==> src/rtl/regfile_pkg.sv <==
// Shared register-file types and constants.
// Default sizes follow the core's XLEN/NREG.
package regfile_pkg;
   localparam int XLEN = 32;
   localparam int NREG = 32;
   localparam int RF_ZERO_ADDR = 0;

   typedef logic [XLEN-1:0] rf_data_t;
   typedef logic [$clog2(NREG)-1:0] rf_addr_t;
endpackage

==> src/rtl/regfile_scoreboard_if.sv <==
// Register-file bus: read ports, writeback,
// reservation and flush.
interface regfile_scoreboard_if
   import regfile_pkg::*;
#(
   parameter int WIDTH  = XLEN,
   parameter int N      = NREG,
   parameter int NUM_RD = 2
);
   localparam int AW = $clog2(N);
   localparam int CW = $clog2(N + 1);

   logic [NUM_RD-1:0]             rd_en;
   logic [NUM_RD-1:0][AW-1:0]     rd_addr;
   logic [NUM_RD-1:0][WIDTH-1:0]  rd_data;
   logic [NUM_RD-1:0]             rd_busy;
   logic                          wr_en;
   logic [AW-1:0]                 wr_addr;
   logic [WIDTH-1:0]              wr_data;
   logic                          rsv_en;
   logic [AW-1:0]                 rsv_addr;
   logic                          rsv_ready;
   logic                          flush;
   logic [CW-1:0]                 busy_count;

   modport master (
      output rd_en, rd_addr, wr_en, wr_addr, wr_data,
      output rsv_en, rsv_addr, flush,
      input  rd_data, rd_busy, rsv_ready, busy_count
   );

   modport slave (
      input  rd_en, rd_addr, wr_en, wr_addr, wr_data,
      input  rsv_en, rsv_addr, flush,
      output rd_data, rd_busy, rsv_ready, busy_count
   );
endinterface

==> src/rtl/regfile_read_port.sv <==
// One read port: zero/range masking, write bypass
// and busy masking on top of the raw array read.
module regfile_read_port
   import regfile_pkg::*;
#(
   parameter int WIDTH     = XLEN,
   parameter int N         = NREG,
   parameter int ZERO_REG0 = 1,
   parameter int BYPASS    = 1,
   localparam int AW = $clog2(N)
) (
   input  logic             en,
   input  logic [AW-1:0]    addr,
   input  logic [WIDTH-1:0] reg_data,
   input  logic             reg_busy,
   input  logic             wr_vld,
   input  logic [AW-1:0]    wr_addr,
   input  logic [WIDTH-1:0] wr_data,
   output logic [WIDTH-1:0] data,
   output logic             busy
);
   localparam logic [AW:0]   NV = (AW + 1)'(N);
   localparam logic [AW-1:0] ZA = AW'(RF_ZERO_ADDR);

   logic legal;
   logic byp;

   // Priority: disabled, illegal address, bypass, stored value.
   always_comb begin
      legal = ({1'b0, addr} < NV) &&
              !(ZERO_REG0 != 0 && addr == ZA);
      byp   = (BYPASS != 0) && wr_vld && (wr_addr == addr);
      data  = '0;
      busy  = 1'b0;
      if (en && legal) begin
         data = byp ? wr_data : reg_data;
         busy = reg_busy && !byp;
      end
   end
endmodule

==> src/rtl/regfile_scoreboard.sv <==
// Register file with pending-write scoreboard:
// storage, busy bits, reservations, busy counter.
module regfile_scoreboard
   import regfile_pkg::*;
#(
   parameter int WIDTH     = XLEN,
   parameter int N         = NREG,
   parameter int NUM_RD    = 2,
   parameter int ZERO_REG0 = 1,
   parameter int BYPASS    = 1
) (
   input logic clk,
   input logic rstn,
   regfile_scoreboard_if.slave bus
);
   localparam int AW = $clog2(N);
   localparam int CW = $clog2(N + 1);
   localparam logic [AW:0]   NV = (AW + 1)'(N);
   localparam logic [AW-1:0] ZA = AW'(RF_ZERO_ADDR);

   logic [WIDTH-1:0] regs [N];
   logic [N-1:0]     busy;
   logic [CW-1:0]    count;

   logic wr_ok;
   logic wr_rel;
   logic rsv_in;
   logic rsv_busy;
   logic rsv_ok;

   logic [NUM_RD-1:0][WIDTH-1:0] rd_raw;
   logic [NUM_RD-1:0]            rd_bsy;
   logic [NUM_RD-1:0][WIDTH-1:0] rd_d;
   logic [NUM_RD-1:0]            rd_b;

   function automatic logic legal(input logic [AW-1:0] a);
      return ({1'b0, a} < NV) &&
             !(ZERO_REG0 != 0 && a == ZA);
   endfunction

   // Write legality and reservation acceptance.
   always_comb begin
      wr_ok    = bus.wr_en && legal(bus.wr_addr);
      wr_rel   = wr_ok && busy[bus.wr_addr];
      rsv_in   = legal(bus.rsv_addr);
      rsv_busy = rsv_in && busy[bus.rsv_addr];
      rsv_ok   = bus.rsv_en && !bus.flush && rsv_in &&
                 (!rsv_busy ||
                  (bus.wr_en && bus.wr_addr == bus.rsv_addr));
   end

   // Raw array read per port, guarded against out-of-range.
   always_comb begin
      for (int p = 0; p < NUM_RD; p++) begin
         rd_raw[p] = '0;
         rd_bsy[p] = 1'b0;
         if ({1'b0, bus.rd_addr[p]} < NV) begin
            rd_raw[p] = regs[bus.rd_addr[p]];
            rd_bsy[p] = busy[bus.rd_addr[p]];
         end
      end
   end

   for (genvar g = 0; g < NUM_RD; g++) begin : g_rd
      regfile_read_port #(
         .WIDTH     (WIDTH),
         .N         (N),
         .ZERO_REG0 (ZERO_REG0),
         .BYPASS    (BYPASS)
      ) u_rp (
         .en       (bus.rd_en[g]),
         .addr     (bus.rd_addr[g]),
         .reg_data (rd_raw[g]),
         .reg_busy (rd_bsy[g]),
         .wr_vld   (wr_ok),
         .wr_addr  (bus.wr_addr),
         .wr_data  (bus.wr_data),
         .data     (rd_d[g]),
         .busy     (rd_b[g])
      );
   end

   assign bus.rd_data    = rd_d;
   assign bus.rd_busy    = rd_b;
   assign bus.rsv_ready  = rsv_ok;
   assign bus.busy_count = count;

   // Register storage; flush never touches contents.
   always_ff @(posedge clk or negedge rstn) begin
      if (!rstn) begin
         for (int i = 0; i < N; i++) regs[i] <= '0;
      end else if (wr_ok) begin
         regs[bus.wr_addr] <= bus.wr_data;
      end
   end

   // Busy bits: a reservation overrides a same-cycle release.
   always_ff @(posedge clk or negedge rstn) begin
      if (!rstn) begin
         busy <= '0;
      end else if (bus.flush) begin
         busy <= '0;
      end else begin
         if (wr_ok)  busy[bus.wr_addr]  <= 1'b0;
         if (rsv_ok) busy[bus.rsv_addr] <= 1'b1;
      end
   end

   // Busy counter tracks the population of the busy vector.
   always_ff @(posedge clk or negedge rstn) begin
      if (!rstn) begin
         count <= '0;
      end else if (bus.flush) begin
         count <= '0;
      end else begin
         count <= count + CW'(rsv_ok) - CW'(wr_rel);
      end
   end
endmodule

==> src/flat_wrapper.sv <==
// flat-port wrapper written by rule: the top's interface ports become plain ports
module regfile_scoreboard_flat import regfile_pkg::*;
#(
   parameter int WIDTH     = XLEN,
   parameter int N         = NREG,
   parameter int NUM_RD    = 2,
   parameter int ZERO_REG0 = 1,
   parameter int BYPASS    = 1
)
  (clk, rstn, bus_rd_en, bus_rd_addr, bus_wr_en, bus_wr_addr, bus_wr_data, bus_rsv_en, bus_rsv_addr, bus_flush, bus_rd_data, bus_rd_busy, bus_rsv_ready, bus_busy_count);
  regfile_scoreboard_if #(.WIDTH(WIDTH), .N(N), .NUM_RD(NUM_RD)) bus_i ();
  input logic clk;
  input logic rstn;
  input wire logic [$bits(bus_i.rd_en)-1:0] bus_rd_en;
  input wire logic [$bits(bus_i.rd_addr)-1:0] bus_rd_addr;
  input wire logic [$bits(bus_i.wr_en)-1:0] bus_wr_en;
  input wire logic [$bits(bus_i.wr_addr)-1:0] bus_wr_addr;
  input wire logic [$bits(bus_i.wr_data)-1:0] bus_wr_data;
  input wire logic [$bits(bus_i.rsv_en)-1:0] bus_rsv_en;
  input wire logic [$bits(bus_i.rsv_addr)-1:0] bus_rsv_addr;
  input wire logic [$bits(bus_i.flush)-1:0] bus_flush;
  output wire logic [$bits(bus_i.rd_data)-1:0] bus_rd_data;
  output wire logic [$bits(bus_i.rd_busy)-1:0] bus_rd_busy;
  output wire logic [$bits(bus_i.rsv_ready)-1:0] bus_rsv_ready;
  output wire logic [$bits(bus_i.busy_count)-1:0] bus_busy_count;
  assign bus_i.rd_en = bus_rd_en;
  assign bus_i.rd_addr = bus_rd_addr;
  assign bus_i.wr_en = bus_wr_en;
  assign bus_i.wr_addr = bus_wr_addr;
  assign bus_i.wr_data = bus_wr_data;
  assign bus_i.rsv_en = bus_rsv_en;
  assign bus_i.rsv_addr = bus_rsv_addr;
  assign bus_i.flush = bus_flush;
  assign bus_rd_data = bus_i.rd_data;
  assign bus_rd_busy = bus_i.rd_busy;
  assign bus_rsv_ready = bus_i.rsv_ready;
  assign bus_busy_count = bus_i.busy_count;
  regfile_scoreboard #(.WIDTH(WIDTH), .N(N), .NUM_RD(NUM_RD), .ZERO_REG0(ZERO_REG0), .BYPASS(BYPASS)) u_core (.clk(clk), .rstn(rstn), .bus(bus_i));
endmodule
==> config.mk <==
export PLATFORM = sky130hd
export DESIGN_NAME = regfile_scoreboard_flat
export DESIGN_NICKNAME = d
export VERILOG_FILES = /design/src/rtl/regfile_pkg.sv /design/src/rtl/regfile_scoreboard_if.sv /design/src/rtl/regfile_read_port.sv /design/src/rtl/regfile_scoreboard.sv /design/src/flat_wrapper.sv
export SDC_FILE = /design/constraint.sdc
export NUM_CORES = 2
export LEC_CHECK = 0
export CORE_MARGIN = 4
export CORE_UTILIZATION = 54
export DETAILED_ROUTE_END_ITERATION = 7
export GPL_TIMING_DRIVEN = 1
export PLACE_DENSITY_LB_ADDON = 0.05
export SLEW_MARGIN = 20
export SYNTH_ARGS = -nofsm -noshare
export SYNTH_HDL_FRONTEND = slang
export SYNTH_SLANG_ARGS = --single-unit
==> constraint.sdc <==
create_clock -name clk -period 4 [get_ports clk]
set_input_delay 0.6 -clock clk [delete_from_list [all_inputs] [get_ports clk]]
set_output_delay 0.6 -clock clk [all_outputs]
set_load 0.02 [all_outputs]
* Word level (Yosys, flattened, before mapping)
Index checks and enable logic that the tools add are counted.
Operators by class: $add $sub $neg 2, order comparisons 10, equality and inequality tests 3, mux-type cells 32, bitwise gates (word level) 6, reductions and logical operators 29
Operator list (number):
- $bwmux W1024 | 1
- $mux W32 | 13
- $bmux W32 S5 | 2
- $demux W32 S5 | 1
- $and A32 B32 Y32 | 1
- $not A32 Y32 | 1
- $or A32 B32 Y32 | 1
- $lt A5 B6 Y1 const B | 4
- $bmux W1 S5 | 4
- $logic_not A5 Y1 | 4
- $ge A6 B6 Y1 const B | 3
- $not A5 Y6 | 3
- $logic_and A1 B1 Y1 | 16
- $eq A5 B5 Y1 | 3
- $demux W1 S5 | 2
- $ge A5 B1 Y1 const B | 2
- $logic_not A1 Y1 | 8
- $mux W1 | 8
- $add A6 B1 Y6 | 1
- $lt A6 B1 Y1 const B | 1
- $mux W6 | 1
- $sub A6 B1 Y6 | 1
- $logic_or A1 B1 Y1 | 1
Word-level totals: flip-flop bits (word level) 1062, input bits 59, logic and storage cells 116

* Logic depth before layout (Yosys ltp)
word-level depth 11, depth in mapped cells 18, gate-level depth less buffers 16

* Modules after synthesis
From an unflattened synthesis, not the netlist that was laid out.
Unflattened totals: cells, all modules 3987, area, all modules 59512.1 µm²
Modules (own cells, without submodules):
- regfile_scoreboard | times used 1, cells each 3737, area an instance 58173.3 µm², sequential area each 26575.5 µm²
- regfile_read_port | times used 2, cells each 125, area an instance 669.4 µm², sequential area each 0.0 µm²

* Least setup slack after synthesis
OpenSTA, ideal clock, no wires.
kind input-to-reg, start point in bus_rsv_addr[1], end point reg u_core.count[4] (netlist: u_core.bus.busy_count[4]), library setup time 0.132 ns, data arrival time 3.359 ns, path slack 0.509 ns, stages on the path 18, path buffers 2, cells stage by stage buf_2 buf_4 mux2i_1 nor3_1 a2111oi_0 a31o_2 a31oi_2 a211o_1 ha_1 inv_1 ha_1 inv_1 fa_1 inv_1 a21o_1 a21oi_1 xor2_1 nor2_1
Between the ends: longest elaborated chain between the ends 9, elaborated cells on any way between the ends 14
Ends and longest elaborated chain:
- start, declared | line flat_wrapper.sv:20 | input wire logic [$bits(bus_i.rsv_addr)-1:0] bus_rsv_addr;
- $bmux W1 S5 / $logic_not A5 Y1 (equally long branches) | line regfile_scoreboard.sv:46, regfile_scoreboard.sv:38
- $mux W1 (implied by the code) / $logic_not A1 Y1 (equally long branches) | line regfile_scoreboard.sv:46, regfile_scoreboard.sv:38
- $logic_and A1 B1 Y1 | line regfile_scoreboard.sv:46 | rsv_busy = rsv_in && busy[bus.rsv_addr];
- $logic_not A1 Y1 | line regfile_scoreboard.sv:48 | (!rsv_busy ||
- $logic_or A1 B1 Y1 | line regfile_scoreboard.sv:48
- $logic_and A1 B1 Y1 (*) | line regfile_scoreboard.sv:47 | rsv_ok = bus.rsv_en && !bus.flush && rsv_in &&
- $add A6 B1 Y6 (*) | line regfile_scoreboard.sv:116 | count <= count + CW'(rsv_ok) - CW'(wr_rel);
- $sub A6 B1 Y6 (*) | line regfile_scoreboard.sv:116
- $mux W6 (*) | line regfile_scoreboard.sv:113 | end else if (bus.flush) begin
- end signal, assigned | line regfile_scoreboard.sv:116
- end, declared | line regfile_scoreboard.sv:23 | logic [CW-1:0] count;
Mark *: on every way between the ends. The rest lies on a longest branch, timed or not. The select of a mux whose other input is x is not followed. A chain may end at the register's enable or synchronous reset.

* Final worst setup path
start point in bus_wr_addr[0], end point out bus_rd_data[25]
Between the ends: longest elaborated chain between the ends 6, elaborated cells on any way between the ends 7
Ends and longest elaborated chain:
- start, declared | line flat_wrapper.sv:17 | input wire logic [$bits(bus_i.wr_addr)-1:0] bus_wr_addr;
- $logic_not A5 Y1 | line regfile_scoreboard.sv:38 | !(ZERO_REG0 != 0 && a == ZA);
- $logic_not A1 Y1 | line regfile_scoreboard.sv:38
- $logic_and A1 B1 Y1 | line regfile_scoreboard.sv:43 | wr_ok = bus.wr_en && legal(bus.wr_addr);
- $logic_and A1 B1 Y1 (*) | line regfile_read_port.sv:32 | byp = (BYPASS != 0) && wr_vld && (wr_addr == addr);
- $mux W32 (*) | line regfile_read_port.sv:36 | data = byp ? wr_data : reg_data;
- $mux W32 (*) | line regfile_read_port.sv:35 | if (en && legal) begin
- end, declared | line flat_wrapper.sv:22 | output wire logic [$bits(bus_i.rd_data)-1:0] bus_rd_data;
Mark *: on every way between the ends. The rest lies on a longest branch, timed or not.

==> results.sh <==
export IMPL_drc_errors=0
export IMPL_ys_async_sr_fraction_pct=100
export IMPL_critPathMaxStageDelay_ps=580
export IMPL_grt_pass1_wl_um=297000
export IMPL_finalCriticalPeriod_ps=3960
export IMPL_cp_common_cell="buf_4"
export IMPL_pre_cts_ws_ps=-319
export IMPL_nets=4233
export IMPL_synth_cell_types=58
export IMPL_die_height_um=334
export IMPL_cts_buffers=116
export IMPL_criticalPathCategory="in2out"
export IMPL_cap_violations=0
export IMPL_core_area_sq_um=106000
export IMPL_setup_viol=0
export IMPL_worst_pin_slew_ps=1090
export IMPL_routedWlPerCell_um=35.8
export IMPL_cp_slowest_cell="or4_1"
export IMPL_htree_levels=3
export IMPL_fillers=7860
export IMPL_via_per_inst=7.13
export IMPL_overflow=0
export IMPL_drive_gt1_share_pct=48.0
export IMPL_slew_headroom_pct=27.3
export IMPL_grt_pass1_vias=42206
export IMPL_antenna_found_initial=3
export IMPL_peakVddDrop_uv=401
export IMPL_power_leakage_nw=29.1
export IMPL_wl_um=203000
export IMPL_num_rows=119
export IMPL_postLayoutSetupSlackWorst_ps=37.7
export IMPL_num_antenna_cells=0
export IMPL_clock_sinks=1062
export IMPL_hold_viol_final=0
export IMPL_post_cts_buffers=0
export IMPL_worstSetupStartpointType="input port"
export IMPL_end_kind="output pin"
export IMPL_rsz0062_at_grt="no"
export IMPL_synth_cells=4070
export IMPL_min_path_type="reg2reg"
export IMPL_cts_tree="done"
export IMPL_cp_cell_sequence="clkdlybuf4s50_1 -> or4_1 -> o21ai_4 -> nor4_1 -> nand3_1 -> nor2b_4 -> buf_12 -> buf_4 -> a32o_1 -> buf_4"
export IMPL_port_buffer_count=131
export IMPL_grt_use_total_pct=36.4
export IMPL_critical_path_top_delay_family="simple AND/OR/NAND/NOR gates"
export IMPL_insertion_delay_ps=700
export IMPL_final_cell_mix="dfrtp_1, mux2_2, mux4_2"
export IMPL_grt_max_degree=117
export IMPL_initial_utilization_pct=54.5
export IMPL_run_status="completed"
export IMPL_drt_pass1_iterations=6
export IMPL_clockBufferDepth=3
export IMPL_dr_total_vias=40345
export IMPL_drt_iter0_drc=4586
export IMPL_ant_nets=0
export IMPL_cts_clk_slew_worst_paths_ps=60
export IMPL_dp_hpwl_um=124000
export IMPL_postLayoutCoreUtil_pct=62.9
export IMPL_syn_nets=4136
export IMPL_fin_crit_sh_pct=99.1
export IMPL_skew_ps=7.58
export IMPL_synth_edf_count=0
export IMPL_syn_area_per_cell_sq_um=14.1
export IMPL_fmax_ghz=0.252
export IMPL_synth_seq_area_share_pct=46.2
export IMPL_p_per_area_nw_per_um2=481
export IMPL_path_buf_inv=4
export IMPL_syn_cell_area_sq_um=57500
export IMPL_place_gp_congestion=0.911
export IMPL_cp_arrival_ps=3360
export IMPL_ys_ff_latch=1062
export IMPL_ios=132
export IMPL_yosys_warnings=0
export IMPL_mostFrequentLayoutCell="dfrtp_1"
export IMPL_synth_ff_type="dfrtp_1"
export IMPL_worstPathRequired_ps=3400
export IMPL_path_max_fanout=6
export IMPL_area_delta_synth_final_pct=15.3
export IMPL_die_area_sq_um=112000
export IMPL_die_x_um=334
export IMPL_drv_slew=0
export IMPL_root_buffer="clkbuf_16"
## path summary, 6_finish.rpt
kind	cells after the start	endpoint	slack (ps)	start
min in group asynchronous	2	u_core.busy[28]	470	rstn
setup reg to reg	17	u_core.bus.busy_count[4]	580	u_core.busy[9]
hold / removal	0	u_core.regs[1007]	400	u_core.regs[1007]
hold reg to reg	0	u_core.regs[1007]	400	u_core.regs[1007]
max in group asynchronous	3	u_core.regs[262]	2470	rstn
setup / recovery	10	bus_rd_data[25]	40	bus_wr_addr[0]
## Yosys cell counts (8+ instances only)
cell type,number,share of area (%)
dfrtp_1,1062,46
mux2_2,1013,20
mux4_2,433,17
mux2i_1,234,4.1
clkbuf_1,227,1.5
nand2_1,158,1.0
buf_2,134,1.2
a22oi_1,133,1.7
buf_1,80,0.52
a32o_1,61,1.1
a21oi_1,54,0.47
o22ai_1,54,0.59
nand3_1,47,0.41
a211oi_1,42,0.55
o221ai_1,41,0.62
nor2_1,40,0.26
o21ai_0,34,0.30
buf_4,30,0.39
nand3b_1,22,0.29
nor3_1,22,0.19
nand2b_1,17,0.18
inv_1,16,0.10
xor2_1,12,0.18
o21bai_1,9,0.12
nor2b_1,8,0.087
o32ai_1,8,0.12
xnor2_1,8,0.12
## routing by layer
| metal | GRT usage (%) | vias to the layer above | wire length, um |
|---|---|---|---|
| met5 | 0.468 | - | 105 |
| met4 | 14.8 | 6 | 9750 |
| met3 | 7.98 | 520 | 17000 |
| met2 | 57.3 | 2167 | 94900 |
| met1 | 49.6 | 21719 | 80900 |
| li1 | - | 15933 | - |
## where the power goes
part	internal [W]	switching [W]	leakage, nW
registers	0.0127	0.00150	13.7
clock network	0.00655	0.00456	1.95
logic	0.00383	0.00278	13.4
total	0.0231	0.00883	29.1
## kinds of logic (layout without fill, tap and decap cells)
group,Yosys count,count (layout),synth area share (%)
compound gates,462,462,5.93
xor+xnor,20,20,0.304
fa+ha+maj,7,7,0.165
buf+inv,490,686,3.71
flops,1062,1062,46.2
mux,1680,1680,40.8
simple gates,349,349,2.87
## flip-flops by register name, summed over array words and instances (netlist names)
signal / flops
u_core.regs: 1024
u_core.busy: 32
u_core.bus.busy_count: 6
## timing repair
| action | in CTS | in global routing |
|---|---|---|
| endpoints found under the setup margin | 33 | 15 |
| hold buffers | 1 | 0 |
| resized for setup | 33 | 12 |
| endpoints found under the hold margin | 43 | 0 |
## metrics by stage
stage	TNS [ps]	hold slack (ps)	power (W)	cells	area, sq um
global placement	-2890	379	0.0205	5439	62400
floorplan	0	304	0.0186	4070	57500
detailed placement	-3020	387	0.0209	5439	62400
finish	0	403	0.0320	5657	66400
CTS	0	402	0.0320	5657	66300
global route	0	408	0.0332	5657	66400
## final cells by class
class                   instances  area, sq um  share of cell area [%]
multi-input cells            2518        29100                    43.9
inverters                      17         63.8                  0.0961
flip-flops and latches       1062        26600                    40.0
repair buffers                452         4900                    7.39
clock buffers                 169         3410                    5.14
clock inverters                48          552                   0.831
well taps                    1391         1740                    2.62
## worst reg2reg max path, stage by stage, from the launching register on
cell	delay, ps
dfrtp_1	500
mux2i_1	190
o22ai_1	110
a2111oi_2	420
buf_4	170
a31o_2	100
a31oi_2	80
a211o_1	310
ha_1	280
inv_1	60
ha_1	160
inv_1	60
fa_1	410
inv_1	70
a21o_1	110
a21oi_1	80
xor2_1	130
nor2_1	50
(Power assumes the default switching activity.)
